`src/rtl/perceptron_train_sequencer_pkg.sv`:
```
// Shared types for the perceptron training sequencer: fixed-point format,
// FSM state encoding and the AND-gate sample table.

package FixedPoint;
  localparam int unsigned SFP_W    = 16;
  localparam int unsigned SFP_FRAC = 8;

  typedef logic signed [SFP_W-1:0] sfp;

  localparam sfp ZERO = '0;
  localparam sfp ONE  = sfp'(1 << SFP_FRAC);
  localparam sfp HALF = sfp'(1 << (SFP_FRAC - 1));

  function automatic sfp int_to_sfp(input int x);
    return sfp'(x << SFP_FRAC);
  endfunction
endpackage

package Common;
  import FixedPoint::*;

  typedef enum logic [2:0] {
    IDLE,
    LOAD,
    WAIT,
    INFER_LOAD,
    INFER_WAIT
  } state_e;

  typedef struct packed {
    sfp a;
    sfp b;
    sfp target;
  } sample_t;

  localparam int unsigned AND_DEPTH = 4;

  localparam sample_t AND_TABLE [AND_DEPTH] = '{
    '{ZERO, ZERO, ZERO},
    '{ZERO, ONE,  ZERO},
    '{ONE,  ZERO, ZERO},
    '{ONE,  ONE,  ONE }
  };
endpackage

```
`src/rtl/perceptron_train_sequencer_if.sv`:
```
// Step handshake between the training sequencer (master) and the perceptron (slave).

interface perceptron_train_sequencer_if;
  import FixedPoint::*;

  logic     step_valid;
  logic     step_done;
  logic     training;
  sfp       prediction;
  sfp       expected;
  sfp [1:0] values;

  modport master (
    output step_valid, training, values, expected,
    input  step_done, prediction
  );

  modport slave (
    input  step_valid, training, values, expected,
    output step_done, prediction
  );
endinterface

```
`src/rtl/perceptron_train_sequencer.sv`:
```
// Drives a perceptron through NUM_EPOCHS passes of the AND table, then loops inference forever.
// Optional PTS_EARLY_STOP_EN: leave training as soon as an epoch is predicted fully correctly.

module perceptron_train_sequencer
  import FixedPoint::*;
  import Common::*;
#(
  parameter int unsigned NUM_EPOCHS  = 10,
  parameter int unsigned NUM_SAMPLES = 4
) (
  input  logic        clk,
  input  logic        rst,
  input  logic        start,
  input  logic        first_input,
  input  logic        second_input,
  perceptron_train_sequencer_if.master pif,
  output logic [15:0] epoch,
  output logic        busy,
  output logic        output_led
`ifdef PTS_EARLY_STOP_EN
  ,
  output logic        early_stop
`endif
);

  localparam int unsigned IDX_W = (NUM_SAMPLES > 1) ? $clog2(NUM_SAMPLES) : 1;

  state_e           state_q, state_d;
  logic [IDX_W-1:0] idx_q, idx_d;
  logic [15:0]      epoch_q, epoch_d, epoch_inc;
  logic             step_valid_q, step_valid_d;
  logic             training_q, training_d;
  logic             busy_q, busy_d;
  logic             led_q, led_d;
  sfp [1:0]         values_q, values_d;
  sfp               expected_q, expected_d;

`ifdef PTS_EARLY_STOP_EN
  localparam int unsigned CNT_W = $clog2(NUM_SAMPLES + 1);
  logic [CNT_W-1:0] cnt_q, cnt_d, cnt_inc;
  logic             es_q, es_d, correct;
`endif

  // Next-state and next-output logic; outputs are registered one cycle after the deciding state.
  always_comb begin
    state_d      = state_q;
    idx_d        = idx_q;
    epoch_d      = epoch_q;
    step_valid_d = 1'b0;
    training_d   = training_q;
    led_d        = led_q;
    values_d     = values_q;
    expected_d   = expected_q;
    epoch_inc    = (epoch_q == 16'hFFFF) ? epoch_q : epoch_q + 16'd1;
`ifdef PTS_EARLY_STOP_EN
    cnt_d   = cnt_q;
    es_d    = es_q;
    correct = (pif.prediction > HALF) == (expected_q == ONE);
    cnt_inc = cnt_q + CNT_W'(correct);
`endif

    unique case (state_q)
      IDLE: begin
        if (start) begin
          idx_d   = '0;
          epoch_d = '0;
          state_d = (NUM_EPOCHS == 0) ? INFER_LOAD : LOAD;
`ifdef PTS_EARLY_STOP_EN
          cnt_d = '0;
          es_d  = 1'b0;
`endif
        end
      end
      LOAD: begin
        values_d[0]  = AND_TABLE[idx_q].a;
        values_d[1]  = AND_TABLE[idx_q].b;
        expected_d   = AND_TABLE[idx_q].target;
        training_d   = 1'b1;
        step_valid_d = 1'b1;
        state_d      = WAIT;
      end
      WAIT: begin
        if (pif.step_done) begin
          if (32'(idx_q) == NUM_SAMPLES - 1) begin
            idx_d   = '0;
            epoch_d = epoch_inc;
            state_d = (32'(epoch_inc) == NUM_EPOCHS) ? INFER_LOAD : LOAD;
`ifdef PTS_EARLY_STOP_EN
            cnt_d = '0;
            if (cnt_inc == CNT_W'(NUM_SAMPLES)) begin
              state_d = INFER_LOAD;
              es_d    = 1'b1;
            end
`endif
          end else begin
            idx_d   = idx_q + IDX_W'(1);
            state_d = LOAD;
`ifdef PTS_EARLY_STOP_EN
            cnt_d = cnt_inc;
`endif
          end
        end
      end
      INFER_LOAD: begin
        values_d[0]  = int_to_sfp(int'(first_input));
        values_d[1]  = int_to_sfp(int'(second_input));
        expected_d   = ZERO;
        training_d   = 1'b0;
        step_valid_d = 1'b1;
        state_d      = INFER_WAIT;
      end
      INFER_WAIT: begin
        if (pif.step_done) begin
          led_d   = pif.prediction > HALF;
          state_d = INFER_LOAD;
        end
      end
      default: state_d = IDLE;
    endcase

    busy_d = (state_d != IDLE);
  end

  always_ff @(posedge clk) begin
    if (rst) begin
      state_q      <= IDLE;
      idx_q        <= '0;
      epoch_q      <= '0;
      step_valid_q <= 1'b0;
      training_q   <= 1'b0;
      busy_q       <= 1'b0;
      led_q        <= 1'b0;
      values_q     <= '0;
      expected_q   <= ZERO;
`ifdef PTS_EARLY_STOP_EN
      cnt_q <= '0;
      es_q  <= 1'b0;
`endif
    end else begin
      state_q      <= state_d;
      idx_q        <= idx_d;
      epoch_q      <= epoch_d;
      step_valid_q <= step_valid_d;
      training_q   <= training_d;
      busy_q       <= busy_d;
      led_q        <= led_d;
      values_q     <= values_d;
      expected_q   <= expected_d;
`ifdef PTS_EARLY_STOP_EN
      cnt_q <= cnt_d;
      es_q  <= es_d;
`endif
    end
  end

  assign pif.step_valid = step_valid_q;
  assign pif.training   = training_q;
  assign pif.values     = values_q;
  assign pif.expected   = expected_q;
  assign epoch          = epoch_q;
  assign busy           = busy_q;
  assign output_led     = led_q;
`ifdef PTS_EARLY_STOP_EN
  assign early_stop = es_q;
`endif

endmodule
```
`src/flat_wrapper.sv`:
```
// flat-port wrapper written by rule: the top's interface ports become plain ports
module perceptron_train_sequencer_flat import FixedPoint::*; import Common::*;
#(
  parameter int unsigned NUM_EPOCHS  = 10,
  parameter int unsigned NUM_SAMPLES = 4
)
  (clk, rst, start, first_input, second_input, epoch, busy, output_led, pif_step_valid, pif_training, pif_values, pif_expected, pif_step_done, pif_prediction);
  perceptron_train_sequencer_if pif_i ();
  input  logic clk;
  input  logic rst;
  input  logic start;
  input  logic first_input;
  input  logic second_input;
  output logic [15:0] epoch;
  output logic busy;
  output logic output_led;
  output wire logic [$bits(pif_i.step_valid)-1:0] pif_step_valid;
  output wire logic [$bits(pif_i.training)-1:0] pif_training;
  output wire logic [$bits(pif_i.values)-1:0] pif_values;
  output wire logic [$bits(pif_i.expected)-1:0] pif_expected;
  input wire logic [$bits(pif_i.step_done)-1:0] pif_step_done;
  input wire logic [$bits(pif_i.prediction)-1:0] pif_prediction;
  assign pif_step_valid = pif_i.step_valid;
  assign pif_training = pif_i.training;
  assign pif_values = pif_i.values;
  assign pif_expected = pif_i.expected;
  assign pif_i.step_done = pif_step_done;
  assign pif_i.prediction = pif_prediction;
  perceptron_train_sequencer #(.NUM_EPOCHS(NUM_EPOCHS), .NUM_SAMPLES(NUM_SAMPLES)) u_core (.clk(clk), .rst(rst), .start(start), .first_input(first_input), .second_input(second_input), .pif(pif_i), .epoch(epoch), .busy(busy), .output_led(output_led));
endmodule
```
`config.mk`:
```
export PLATFORM = sky130hd
export DESIGN_NAME = perceptron_train_sequencer_flat
export DESIGN_NICKNAME = d
export VERILOG_FILES = /design/src/rtl/perceptron_train_sequencer_pkg.sv /design/src/rtl/perceptron_train_sequencer_if.sv /design/src/rtl/perceptron_train_sequencer.sv /design/src/flat_wrapper.sv
export SDC_FILE = /design/constraint.sdc
export NUM_CORES = 1
export LEC_CHECK = 0
export ABC_CLOCK_PERIOD_IN_PS = 2100
export CAP_MARGIN = 30
export CORE_ASPECT_RATIO = 0.9
export CORE_MARGIN = 2
export CORE_UTILIZATION = 30
export DETAILED_ROUTE_END_ITERATION = 10
export GPL_ROUTABILITY_DRIVEN = 0
export PLACE_DENSITY = 0.67
export SLEW_MARGIN = 20
export SYNTH_ARGS = -nofsm -noshare
export SYNTH_HDL_FRONTEND = slang
export SYNTH_SLANG_ARGS = --single-unit
export TNS_END_PERCENT = 30
```
`constraint.sdc`:
```
create_clock -name clk -period 2.1 [get_ports clk]
set_input_delay 0.21 -clock clk [delete_from_list [all_inputs] [get_ports clk]]
set_output_delay 0.21 -clock clk [all_outputs]
set_load 0.01 [all_outputs]
```
== Word level (Yosys, flattened, before mapping) ==
Cells that the tools add are included.

* Add/sub/neg operators: 2
* Eq/ne operators: 10
* Multiplexer cells: 22
* Reduce and logical (&&, ||, !) cells: 8
* Order comparisons: 2
* Bitwise operators: 1

{| class="wikitable"
|+ Operators with widths
! cell !! count
|-
| binary-select mux 48 bit (select 2 bit) || 1
|-
| 2-to-1 mux 48 bit || 2
|-
| 2-to-1 mux 16 bit || 4
|-
| case mux 16 bit (2 select lines) || 2
|-
| case mux 32 bit (2 select lines) || 1
|-
| adder 16 x 1 -> 16 bit (second input constant) || 1
|-
| equality test 16 bit (second input constant) || 1
|-
| equality test 16 x 4 -> 1 bit (second input constant) || 1
|-
| > comparator 16 x 9 -> 1 bit (second input constant) || 1
|-
| case mux 3 bit (5 select lines) || 1
|-
| 2-to-1 mux 3 bit || 4
|-
| 2-to-1 mux 2 bit || 4
|-
| equality test 3 x 2 -> 1 bit (second input constant) || 2
|-
| inequality test 2 bit (second input constant) || 2
|-
| case mux 2 bit (2 select lines) || 1
|-
| AND reduction 4 bit || 1
|-
| nonzero test 2 bit || 2
|-
| equality test 3 x 1 -> 1 bit (second input constant) || 1
|-
| equality test 3 bit (second input constant) || 1
|-
| >= comparator 3 bit (second input constant) || 1
|-
| logical NOT 3 bit || 1
|-
| inverter 2 -> 3 bit || 1
|-
| AND reduction 3 bit || 1
|-
| nonzero test 3 bit || 1
|-
| 7 further kinds || 7
|}

* Word-level logic and storage cells: 55
* Input port bits: 22
* Register bits: 73

== Longest topological paths before layout ==
* Word-level depth: 8
* Depth in mapped cells: 8
* Gate-level depth less buffers: 7

== Worst setup path before layout ==
No wires, ideal clock.

* Path type: flip-flop to flip-flop
* Start point: register u_core.epoch_q[0], in the netlist u_core.epoch[0]
* End point: register u_core.state_q[1]
* Setup time: 0.096 ns
* Path buffers: 1
* Required time: 2.004 ns
* Arrival: 2.313 ns
* Stages on the path, launching flop included: 9
* Slack: -0.309 ns
* Period minus slack after synthesis: 2.409 ns
* Path through: dfxtp_1 -> ha_1 -> nand4_2 -> or4_1 -> buf_2 -> nand4_2 -> xor2_1 -> nand4_1 -> o41ai_2

* Word-level cells in the longest chain between the ends: 7

{| class="wikitable"
|+ Ends and longest elaborated chain
! element !! line !! source
|-
| start, declared || perceptron_train_sequencer.sv:30 || <nowiki>logic [15:0] epoch_q, epoch_d, epoch_inc;</nowiki>
|-
| start signal, assigned || perceptron_train_sequencer.sv:142 || <nowiki>epoch_q <= epoch_d;</nowiki>
|-
| adder 16 x 1 -> 16 bit or equality test 16 bit (tied branches) || perceptron_train_sequencer.sv:54 || <nowiki>epoch_inc = (epoch_q == 16'hFFFF) ? epoch_q : epoch_q + 16'd1;</nowiki>
|-
| 2-to-1 mux 16 bit * || perceptron_train_sequencer.sv:54 ||
|-
| equality test 16 x 4 -> 1 bit * || perceptron_train_sequencer.sv:87 || <nowiki>state_d = (32'(epoch_inc) == NUM_EPOCHS) ? INFER_LOAD : LOAD;</nowiki>
|-
| 2-to-1 mux 2 bit * || perceptron_train_sequencer.sv:87 ||
|-
| 2-to-1 mux 3 bit * || perceptron_train_sequencer.sv:84 || <nowiki>if (32'(idx_q) == NUM_SAMPLES - 1) begin</nowiki>
|-
| 2-to-1 mux 3 bit * || perceptron_train_sequencer.sv:83 || <nowiki>if (pif.step_done) begin</nowiki>
|-
| case mux 3 bit (5 select lines) * || perceptron_train_sequencer.sv:62 || <nowiki>unique case (state_q)</nowiki>
|-
| end signal, assigned || perceptron_train_sequencer.sv:140 || <nowiki>state_q <= state_d;</nowiki>
|-
| end, declared || perceptron_train_sequencer.sv:28 || <nowiki>state_e state_q, state_d;</nowiki>
|}

Mark *: on every way between the ends. The rest lies on a longest branch, timed or not.
A chain may end at the register's enable or synchronous reset.

== Worst setup path in the final report ==
Ends and elaborated chain as after synthesis.

==> run metrics <==
Max Clk Rate=509 MHz; nets@finish=333; post-route antenna net violation count=0; # IOs=90; sequential share of power=0.496; gr usage total=0.138; Sum Neg Setup Slack=0 ns; post-synth top area share=0.287; Req. time, crit path=2.28 ns; CTS tree=yes; DRC viols=0; row count=27; Final Max Tran Viols=0; Initial DRC Count=187; Mapped Area=0.00195 mm^2; Cell Chain, Critical Path=ha_4, nand4_4, nor3_1, o211ai_1, o21ai_0, nand4_1, o41ai_2; DP Area=0.00244 mm^2; fillcell total=655; Chip Height=80.5 um; Worst Skew=0.00942 ns; fraction of layout cells with a size suffix above 1=0.123; status=finished, final reports clean; yosys warns=0; Clock power frac=0.346; vias per inst=4.80; worst skew pair latency=0.28 ns; CP Class=flip-flop to flip-flop; DIE WIDTH=89.1 um; Worst Hold Class=flip-flop to flip-flop; Internal Pwr Total=826 uW; full die area=0.00717 mm^2; total CTS buffers=3; Comb power frac=0.158; endpoints failing hold=0; MaxCap Viol Count=0; drt first pass iters=4; Slew @ Worst Pin=0.543 ns; hold_ws=0.468 ns; final setup fails=0; most common cell after layout, fill and taps aside=conb_1; Lkg Pwr=0.000960 uW; HPWL after DPL=3780 um; largest net degree at the start of global routing=28; CP max FO=9; Area Growth Syn to Fin=30.6%; Initial Utilization=0.314; input/output buffers=44; startpoint types=flip-flop; Avg Cell Area, Syn=7.63 um^2; Area contributors post-synth=dfxtp_1 (29%), buf_4 (17%), a21oi_1 (5.6%); GRT overflow=0; count of cell types in the netlist=48; Switching Share=0.254; # diodes=0; vias in the first global route=1675; CP endpoint kind=flip-flop; Total Power=1110 uW; most frequent cells in the layout=conb_1 (45), clkdlybuf4s50_1 (44), nor2_1 (26), dfxtp_1 (23), a21oi_1 (22); Tmin final=1.96 ns; Max H-tree Level=1; cell count after synthesis=256; core area=0.00622 mm^2; design area=0.00255 mm^2; sequential area share after synthesis=0.287; VDD IR-drop max=221 uV; # hold bufs at CTS=0; fin crit share=0.936; CTS sink cnt=28; detailed-route wire length=4960 um; Pwr Density=434 mW/mm^2; cell taking the most area after synthesis=dfxtp_1; post-synthesis register bit count=28; antenna violations before repair=0; crit path DAT=2.15 ns; clock tree buffer depth=2; CP max-delay cell=dfxtp_4; first-pass GRT wire length=7790 um; Max-slew headroom=0.637; routed length per instance=12.5 um; Sw Pwr=281 uW; Root Buffer=clkbuf_8; CTS clk-pin slew, worst paths=0.10 ns; DR vias=1895; max incr delay on CP=0.41 ns
## worst paths after layout
kind	startpoint	end	slack (ns)	depth (start not counted)
worst max-delay path	u_core.epoch[0]	u_core.state_q[1]	0.14	7
worst min-delay path	u_core.pif.expected[8]	u_core.pif.expected[8]	0.47	2
worst max register to register	u_core.epoch[0]	u_core.state_q[1]	0.14	7
worst min register to register	u_core.pif.expected[8]	u_core.pif.expected[8]	0.47	2
## repair_timing
action / CTS / global route
resized for setup: 0 / 6
setup endpoints to repair: 0 / 1
setup buffers: 0 / 2
## cells in the mapped netlist (all sizes together)
master / n
o221ai: 1
clkbuf: 10
nand4: 8
or3: 2
o21ai: 14
nor2: 26
a311oi: 3
nand4b: 1
nor2b: 1
or2: 1
ha: 2
a22oi: 1
o21a: 1
dfxtp: 28
buf: 49
mux2i: 4
a41oi: 1
o311ai: 1
nand3b: 2
o21bai: 1
and4: 1
conb: 1
nand3: 6
and2: 2
o211ai: 1
xor2: 4
o41ai: 2
a21oi: 22
a21o: 1
nand2: 17
xnor2: 2
o31ai: 1
nor3: 9
a31o: 1
and4bb: 1
nor3b: 2
and3b: 1
nor4: 9
inv: 4
or4: 2
a211oi: 4
and3: 2
a31oi: 4
## critical path: cells and delay by family (launching register included)
| kind | cells | cell delay (ns) |
|---|---|---|
| compound gates | 3 | 0.61 |
| simple gates | 3 | 0.65 |
| fa+ha+maj | 1 | 0.19 |
| flops | 1 | 0.41 |
## sequential cells by signal, summed over array words and instances (netlist names)
register,cells
u_core.pif.values,2
u_core.busy,1
u_core.pif.training,1
u_core.idx_q,2
u_core.pif.expected,1
u_core.pif.step_valid,1
u_core.state_q,3
u_core.output_led,1
u_core.epoch,16
## cells by family (layout without fill, tap and decap cells)
logic type | after synthesis | in the layout | share of synthesized area
AO/OA/AOI/OAI | 59 | 59 | 0.188
multiplexers | 4 | 4 | 0.0205
other | 1 | 45 | 0.00192
flip-flops | 28 | 28 | 0.287
AND/OR/NAND/NOR | 93 | 93 | 0.254
adder cells (fa/ha/maj) | 2 | 2 | 0.0128
buffers and inverters | 63 | 71 | 0.209
XOR/XNOR | 6 | 6 | 0.0269
## layout make-up
class | instances | area (um^2) | area share
multi-input cells | 209 | 1200 | 0.473
repair buffers | 63 | 583 | 0.229
flip-flops and latches | 28 | 572 | 0.224
well taps | 87 | 109 | 0.0427
clock buffers | 4 | 66.3 | 0.0260
inverters | 4 | 15.0 | 0.00589
## power by group through the flow
stage               clock, uW  combinational (uW)  sequential (uW)
floorplan                   0                 158              562
global placement            0                 172              561
detailed placement          0                 173              562
CTS                       390                 173              549
global route              419                 195              551
finish                    384                 174              549
## per-layer routing
metal	vias to the layer above	part of all wire	routed length, um	GRT usage
li1	938	-	-	-
met5	-	0	0	0
met2	79	0.46	2270	0.214
met1	872	0.45	2230	0.184
met3	6	0.076	377	0.0288
met4	0	0.016	80	0.0582
## stage by stage
stage | utilization | worst slack, ns | cells
global placement | 0.393 | 0.113 | 389
detailed placement | 0.393 | 0.0494 | 389
CTS | 0.404 | 0.0254 | 393
finish | 0.410 | 0.135 | 395
global route | 0.410 | -0.000628 | 395
floorplan | - | 0.123 | 300
Note: power is estimated with default switching activity, not from simulation.
